<file path="src/rtl/truck_lane_scheduler.sv">
// Truck slot table with a per-frame serial position updater (one slot per
// cycle through a shared adder) and a two-stage pixel hit / sprite ROM pipeline.
module truck_lane_scheduler #(
  parameter int unsigned NUM_TRUCKS = 4,
  parameter int unsigned SCREEN_W   = 640,
  parameter int unsigned SPRITE_W   = 48,
  parameter int unsigned SPRITE_H   = 24,
  localparam int unsigned IDX_W     = (NUM_TRUCKS > 1) ? $clog2(NUM_TRUCKS) : 1
) (
  input  logic             Clk,
  input  logic             Reset_n,
  input  logic             frame_tick,
  input  logic [9:0]       DrawX,
  input  logic [9:0]       DrawY,
  input  logic             cfg_we,
  input  logic [IDX_W-1:0] cfg_idx,
  input  logic [9:0]       cfg_x,
  input  logic [9:0]       cfg_y,
  input  logic [3:0]       cfg_speed,
  input  logic             cfg_dir,
  input  logic             cfg_en,
  output logic [5:0]       rom_dx,
  output logic [5:0]       rom_dy,
  output logic             rom_dir,
  input  logic [7:0]       rom_data,
  output logic             truck_on,
  output logic [7:0]       truck_pixel,
  output logic             busy,
  output logic             tick_overrun
);

  localparam int unsigned W_TOT = SCREEN_W + SPRITE_W;
  localparam int unsigned XW    = 10;
  localparam int unsigned AW    = 11;
  localparam int unsigned SW    = 4;
  localparam int unsigned DW    = 6;
  localparam int unsigned PW    = 8;

  typedef enum logic {ST_IDLE = 1'b0, ST_UPDATE = 1'b1} state_e;

  state_e           state_q, state_d;
  logic [IDX_W-1:0] k_q, k_d;
  logic             busy_q, busy_d;
  logic             ovr_q, ovr_d;

  logic [XW-1:0]    xp_q  [NUM_TRUCKS];
  logic [XW-1:0]    xp_d  [NUM_TRUCKS];
  logic [XW-1:0]    y_q   [NUM_TRUCKS];
  logic [XW-1:0]    y_d   [NUM_TRUCKS];
  logic [SW-1:0]    spd_q [NUM_TRUCKS];
  logic [SW-1:0]    spd_d [NUM_TRUCKS];
  logic             dir_q [NUM_TRUCKS];
  logic             dir_d [NUM_TRUCKS];
  logic             en_q  [NUM_TRUCKS];
  logic             en_d  [NUM_TRUCKS];

  logic             hit_any_q, hit_any_d;
  logic [DW-1:0]    rom_dx_q, rom_dx_d;
  logic [DW-1:0]    rom_dy_q, rom_dy_d;
  logic             rom_dir_q, rom_dir_d;
  logic             on_q, on_d;
  logic [PW-1:0]    pix_q, pix_d;

  logic [XW-1:0]    cfg_x_wrap_c;
  logic [AW-1:0]    px_c;

  // Wrapping move of one truck by its speed around the W_TOT period.
  function automatic logic [XW-1:0] advance(input logic [XW-1:0] xp,
                                            input logic [SW-1:0] spd,
                                            input logic          dir);
    logic [AW-1:0] s;
    if (dir) begin
      s = AW'(xp) + AW'(spd);
      if (s >= AW'(W_TOT)) s = s - AW'(W_TOT);
    end else if (xp < XW'(spd)) begin
      s = AW'(xp) + AW'(W_TOT) - AW'(spd);
    end else begin
      s = AW'(xp) - AW'(spd);
    end
    return XW'(s);
  endfunction

  assign cfg_x_wrap_c = (cfg_x >= XW'(W_TOT)) ? cfg_x - XW'(W_TOT) : cfg_x;
  assign px_c         = AW'(DrawX) + AW'(SPRITE_W);

  // Update sequencer: a frame tick starts one pass over all slots.
  always_comb begin
    state_d = state_q;
    k_d     = k_q;
    ovr_d   = ovr_q;
    case (state_q)
      ST_IDLE: begin
        if (frame_tick) begin
          state_d = ST_UPDATE;
          k_d     = '0;
        end
      end
      ST_UPDATE: begin
        if (frame_tick) ovr_d = 1'b1;
        if (k_q == IDX_W'(NUM_TRUCKS - 1)) begin
          state_d = ST_IDLE;
          k_d     = '0;
        end else begin
          k_d = k_q + IDX_W'(1);
        end
      end
      default: state_d = ST_IDLE;
    endcase
    busy_d = (state_d == ST_UPDATE);
  end

  // Slot table: a config write to the slot being updated overrides the move.
  always_comb begin
    xp_d  = xp_q;
    y_d   = y_q;
    spd_d = spd_q;
    dir_d = dir_q;
    en_d  = en_q;
    for (int i = 0; i < NUM_TRUCKS; i++) begin
      if ((state_q == ST_UPDATE) && (k_q == IDX_W'(i)) && en_q[i]) begin
        xp_d[i] = advance(xp_q[i], spd_q[i], dir_q[i]);
      end
      if (cfg_we && (cfg_idx == IDX_W'(i))) begin
        xp_d[i]  = cfg_x_wrap_c;
        y_d[i]   = cfg_y;
        spd_d[i] = cfg_speed;
        dir_d[i] = cfg_dir;
        en_d[i]  = cfg_en;
      end
    end
  end

  // Pixel stage 1: lowest-index covering truck owns the ROM port.
  always_comb begin
    hit_any_d = 1'b0;
    rom_dx_d  = '0;
    rom_dy_d  = '0;
    rom_dir_d = 1'b0;
    for (int i = 0; i < NUM_TRUCKS; i++) begin
      if (!hit_any_d && en_q[i]
          && (AW'(xp_q[i]) <= px_c) && (px_c < AW'(xp_q[i]) + AW'(SPRITE_W))
          && (y_q[i] <= DrawY) && (AW'(DrawY) < AW'(y_q[i]) + AW'(SPRITE_H))) begin
        hit_any_d = 1'b1;
        rom_dx_d  = DW'(px_c - AW'(xp_q[i]));
        rom_dy_d  = DW'(DrawY - y_q[i]);
        rom_dir_d = dir_q[i];
      end
    end
  end

  // Pixel stage 2: transparent ROM entries never fall through to other trucks.
  always_comb begin
    pix_d = hit_any_q ? rom_data : '0;
    on_d  = hit_any_q && (rom_data != '0);
  end

  always_ff @(posedge Clk or negedge Reset_n) begin
    if (!Reset_n) begin
      state_q   <= ST_IDLE;
      k_q       <= '0;
      busy_q    <= 1'b0;
      ovr_q     <= 1'b0;
      for (int i = 0; i < NUM_TRUCKS; i++) begin
        xp_q[i]  <= '0;
        y_q[i]   <= '0;
        spd_q[i] <= '0;
        dir_q[i] <= 1'b0;
        en_q[i]  <= 1'b0;
      end
      hit_any_q <= 1'b0;
      rom_dx_q  <= '0;
      rom_dy_q  <= '0;
      rom_dir_q <= 1'b0;
      on_q      <= 1'b0;
      pix_q     <= '0;
    end else begin
      state_q   <= state_d;
      k_q       <= k_d;
      busy_q    <= busy_d;
      ovr_q     <= ovr_d;
      xp_q      <= xp_d;
      y_q       <= y_d;
      spd_q     <= spd_d;
      dir_q     <= dir_d;
      en_q      <= en_d;
      hit_any_q <= hit_any_d;
      rom_dx_q  <= rom_dx_d;
      rom_dy_q  <= rom_dy_d;
      rom_dir_q <= rom_dir_d;
      on_q      <= on_d;
      pix_q     <= pix_d;
    end
  end

  assign rom_dx       = rom_dx_q;
  assign rom_dy       = rom_dy_q;
  assign rom_dir      = rom_dir_q;
  assign truck_on     = on_q;
  assign truck_pixel  = pix_q;
  assign busy         = busy_q;
  assign tick_overrun = ovr_q;

endmodule

</file>
<file path="config.mk">
export PLATFORM = sky130hd
export DESIGN_NAME = truck_lane_scheduler
export DESIGN_NICKNAME = d
export VERILOG_FILES = /design/src/rtl/truck_lane_scheduler.sv
export SDC_FILE = /design/constraint.sdc
export NUM_CORES = 1
export LEC_CHECK = 0
export BUFFER_PORTS_ARGS = -buffer_cell sky130_fd_sc_hd__buf_2
export CORE_MARGIN = 2
export CORE_UTILIZATION = 60
export CTS_CLUSTER_SIZE = 30
export DETAILED_ROUTE_END_ITERATION = 8
export PLACE_DENSITY = 0.8
export SYNTH_ARGS = -nofsm -noshare
export SYNTH_HDL_FRONTEND = slang
export SYNTH_SLANG_ARGS = --single-unit
</file>
<file path="constraint.sdc">
create_clock -name Clk -period 9.6 [get_ports Clk]
set_input_delay 0.96 -clock Clk [delete_from_list [all_inputs] [get_ports Clk]]
set_output_delay 0.96 -clock Clk [all_outputs]
set_load 0.05 [all_outputs]
</file>
==> results_dict.tcl <==
set metrics [dict create \
    rsz0062_at_grt "no" \
    synthFlopType "dfrtp_1" \
    worstMarginPinSlew_ns 1.30 \
    drv_cap 0 \
    crit_buf_inv 4 \
    clk_pin_slew_ns 0.07 \
    power_frac_comb 0.665 \
    avgViaCountPerCell 6.47 \
    ys_ff_latch 131 \
    wl_per_cell_um 22.2 \
    seqPwrFrac 0.206 \
    cp_max_fo 15 \
    clock_power_share 0.129 \
    pin_count 84 \
    syn_inst 1952 \
    finalMaxSlewViolations 0 \
    path_delay_family "simple AND/OR/NAND/NOR gates" \
    htree_levels 4 \
    hold_violations 0 \
    setup_viol 0 \
    yosys.area.top_type "ha_1" \
    finalPower_mw 5.24 \
    insertion_delay_ns 0.45 \
    internal_power_mw 2.48 \
    status "completed" \
    synth_area_leaders "ha_1 21%, dfrtp_1 21%, nand2_1 5.3%" \
    antenna_found_initial 3 \
    fmax_mhz 196 \
    grt_start_max_net_pins 68 \
    start_kind "input port" \
    postRouteAntennaNets 0 \
    dp_hpwl_mm 39.8 \
    critical_path_class "in -> reg" \
    initial_core_util 0.611 \
    syn_avg_cell_area_um2 8.13 \
    postCtsHoldBufs 0 \
    hp-class "reg -> reg" \
    synth_most_common_cell "ha_1" \
    reg2reg_from "xp_q[24]$_DFFE_PN0P_" \
    synth-edff-count 0 \
    die_w_um 167 \
    numPortBuffers 83 \
    ys_seq_area_frac 0.206 \
    end_kind "flip-flop" \
    hold_slack_ns 0.462 \
    route.vias.total 15125 \
    syn_area_um2 15900 \
    gr-total-overflow 0 \
    startpoint "DrawX[4]" \
    postLayoutCoreUtil 0.658 \
    maxSlewHeadroom 0.134 \
    cpPeakStageDelay_ns 0.67 \
    core.rowCount 59 \
    synth_common_cells "266 x ha_1, 223 x nand2_1, 163 x inv_1, 150 x o21ai_0, 131 x dfrtp_1" \
    ys_types 86 \
    cts-root-buf "clkbuf_16" \
    synth_fp_nets 2306 \
    final.period_utilization 0.532 \
    powerDensity_nw_per_um2 306 \
    grt_pass1_vias 14761 \
    gp_congestion 1.03 \
    ir_drop_uv 162 \
    grt_pass1_wl_mm 80.7 \
    cts_sinks 131 \
    required_ns 9.91 \
    cp_cell_sequence "buf_2, inv_1, ha_1, xnor2_1, inv_1, ha_1, a211o_1, nor2_1, a211oi_1, o21ai_0, nand4b_1, nor4b_2, buf_4, o2bb2ai_1, mux2i_1, o21ai_0" \
    coreArea_um2 26000 \
    synthArstFlopShare 1.00 \
    finalNetCount 2341 \
    first_iter_violations 1471 \
    track_usage 0.371 \
    clock_skew_ns 0.0156 \
    setup_slack_ns 4.50 \
    cts_tree "done" \
    post-route-drc-count 0 \
    drive_above_1_share 0.0830 \
    dpl_worst_slack_ns 4.16 \
    slowest_stage "nand4b_1" \
    die_h_um 167 \
    yosysWarnings 0 \
    leakage_nw 7.98 \
    power.switching_mw 2.76 \
    synthToLayoutAreaGrowth_pct 7.62 \
    min_period_ns 5.10 \
    rrSetupSlack_ns 5.21 \
    die-area_um2 27800 \
    routed_wl_mm 51.9 \
    max-clock-path-buffers 2 \
    hp-start "tick_overrun$_DFFE_PN0P_" \
    tritoncts.num_buffers 17 \
    crit_arrival_ns 5.41 \
    dr.pass1.iters 5 \
    cts_setup_buffers 0 \
    post_cts_resized 0 \
    fin_tns_setup_ns 0 \
    synth_top_area_frac 0.210 \
    switching_share 0.527 \
]
state kept, by name, summed over array words and instances (netlist names):
name	flops
rom_dy	6
dir_q	4
rom_dir	1
xp_q	40
truck_on	1
y_q	40
busy	1
hit_any_q	1
truck_pixel	8
tick_overrun	1
rom_dx	6
spd_q	16
k_q	2
en_q	4
metal layers:
metal / part of all wire / vias to the layer above / routed length (um) / global-route usage
li1: - / 6973 / - / -
met1: 0.40 / 7235 / 20800 / 0.463
met2: 0.46 / 725 / 24000 / 0.618
met3: 0.082 / 190 / 4280 / 0.0711
met4: 0.052 / 2 / 2700 / 0.178
met5: 0.00025 / - / 13 / 0
cell type report:
class                   count  area [um^2]
repair buffers             91          482
fillers                  2252         8900
well taps                 335          419
inverters                 170          638
clock buffers              17          425
flip-flops and latches    131         3280
clock inverters            15          163
diodes                      1         2.50
multi-input cells        1576        11700
per-stage QoR:
step | area [um^2] | cells
after CTS | 17100 | 2335
after global placement | 16500 | 2303
after detailed placement | 16500 | 2303
after global routing | 17100 | 2336
after floorplan | 15900 | 1952
final | 17100 | 2336
path summary, 6_finish.rpt:
kind	end	cells past startpoint
setup / recovery	rom_dx[3]$_DFF_PN0_	16
hold / removal	tick_overrun$_DFFE_PN0P_	1
setup reg to reg	rom_dx[3]$_DFF_PN0_	14
hold reg to reg	tick_overrun$_DFFE_PN0P_	1
max in group asynchronous	spd_q[15]$_DFFE_PN0P_	2
min in group asynchronous	truck_pixel[4]$_DFF_PN0_	1
kinds of logic after synthesis:
| logic type | synth area share |
|---|---|
| buffers and inverters | 0.0597 |
| DFF | 0.206 |
| muxes | 0.0132 |
| AOI/OAI and AO/OA | 0.221 |
| and+or+nand+nor | 0.176 |
| adders and majority gates | 0.245 |
| xor gates and xnor gates | 0.0787 |
power by group through the flow:
stage          logic, mW  registers (mW)  clock network (mW)
3_3_place_gp        3.32            1.07                   0
5_1_grt             3.85            1.10               0.698
6_report            3.48            1.08               0.673
3_5_place_dp        3.40            1.07                   0
4_1_cts             3.42            1.06               0.677
2_1_floorplan       2.64           0.949                   0
placed cells by master (no fill, tap or decap), types with 38 or more instances in the layout:
master   synthesis  final
buf_2           10     82
nor3_1          38     38
xnor2_1         92     92
nor2_1         123    121
xor2_1          47     47
nand3_1         39     39
dfrtp_1        131    131
inv_1          163    163
ha_1           266    266
a21oi_1        117    117
o21ai_0        150    150
nand2_1        223    223
Power figures use the tool's default switching activity.
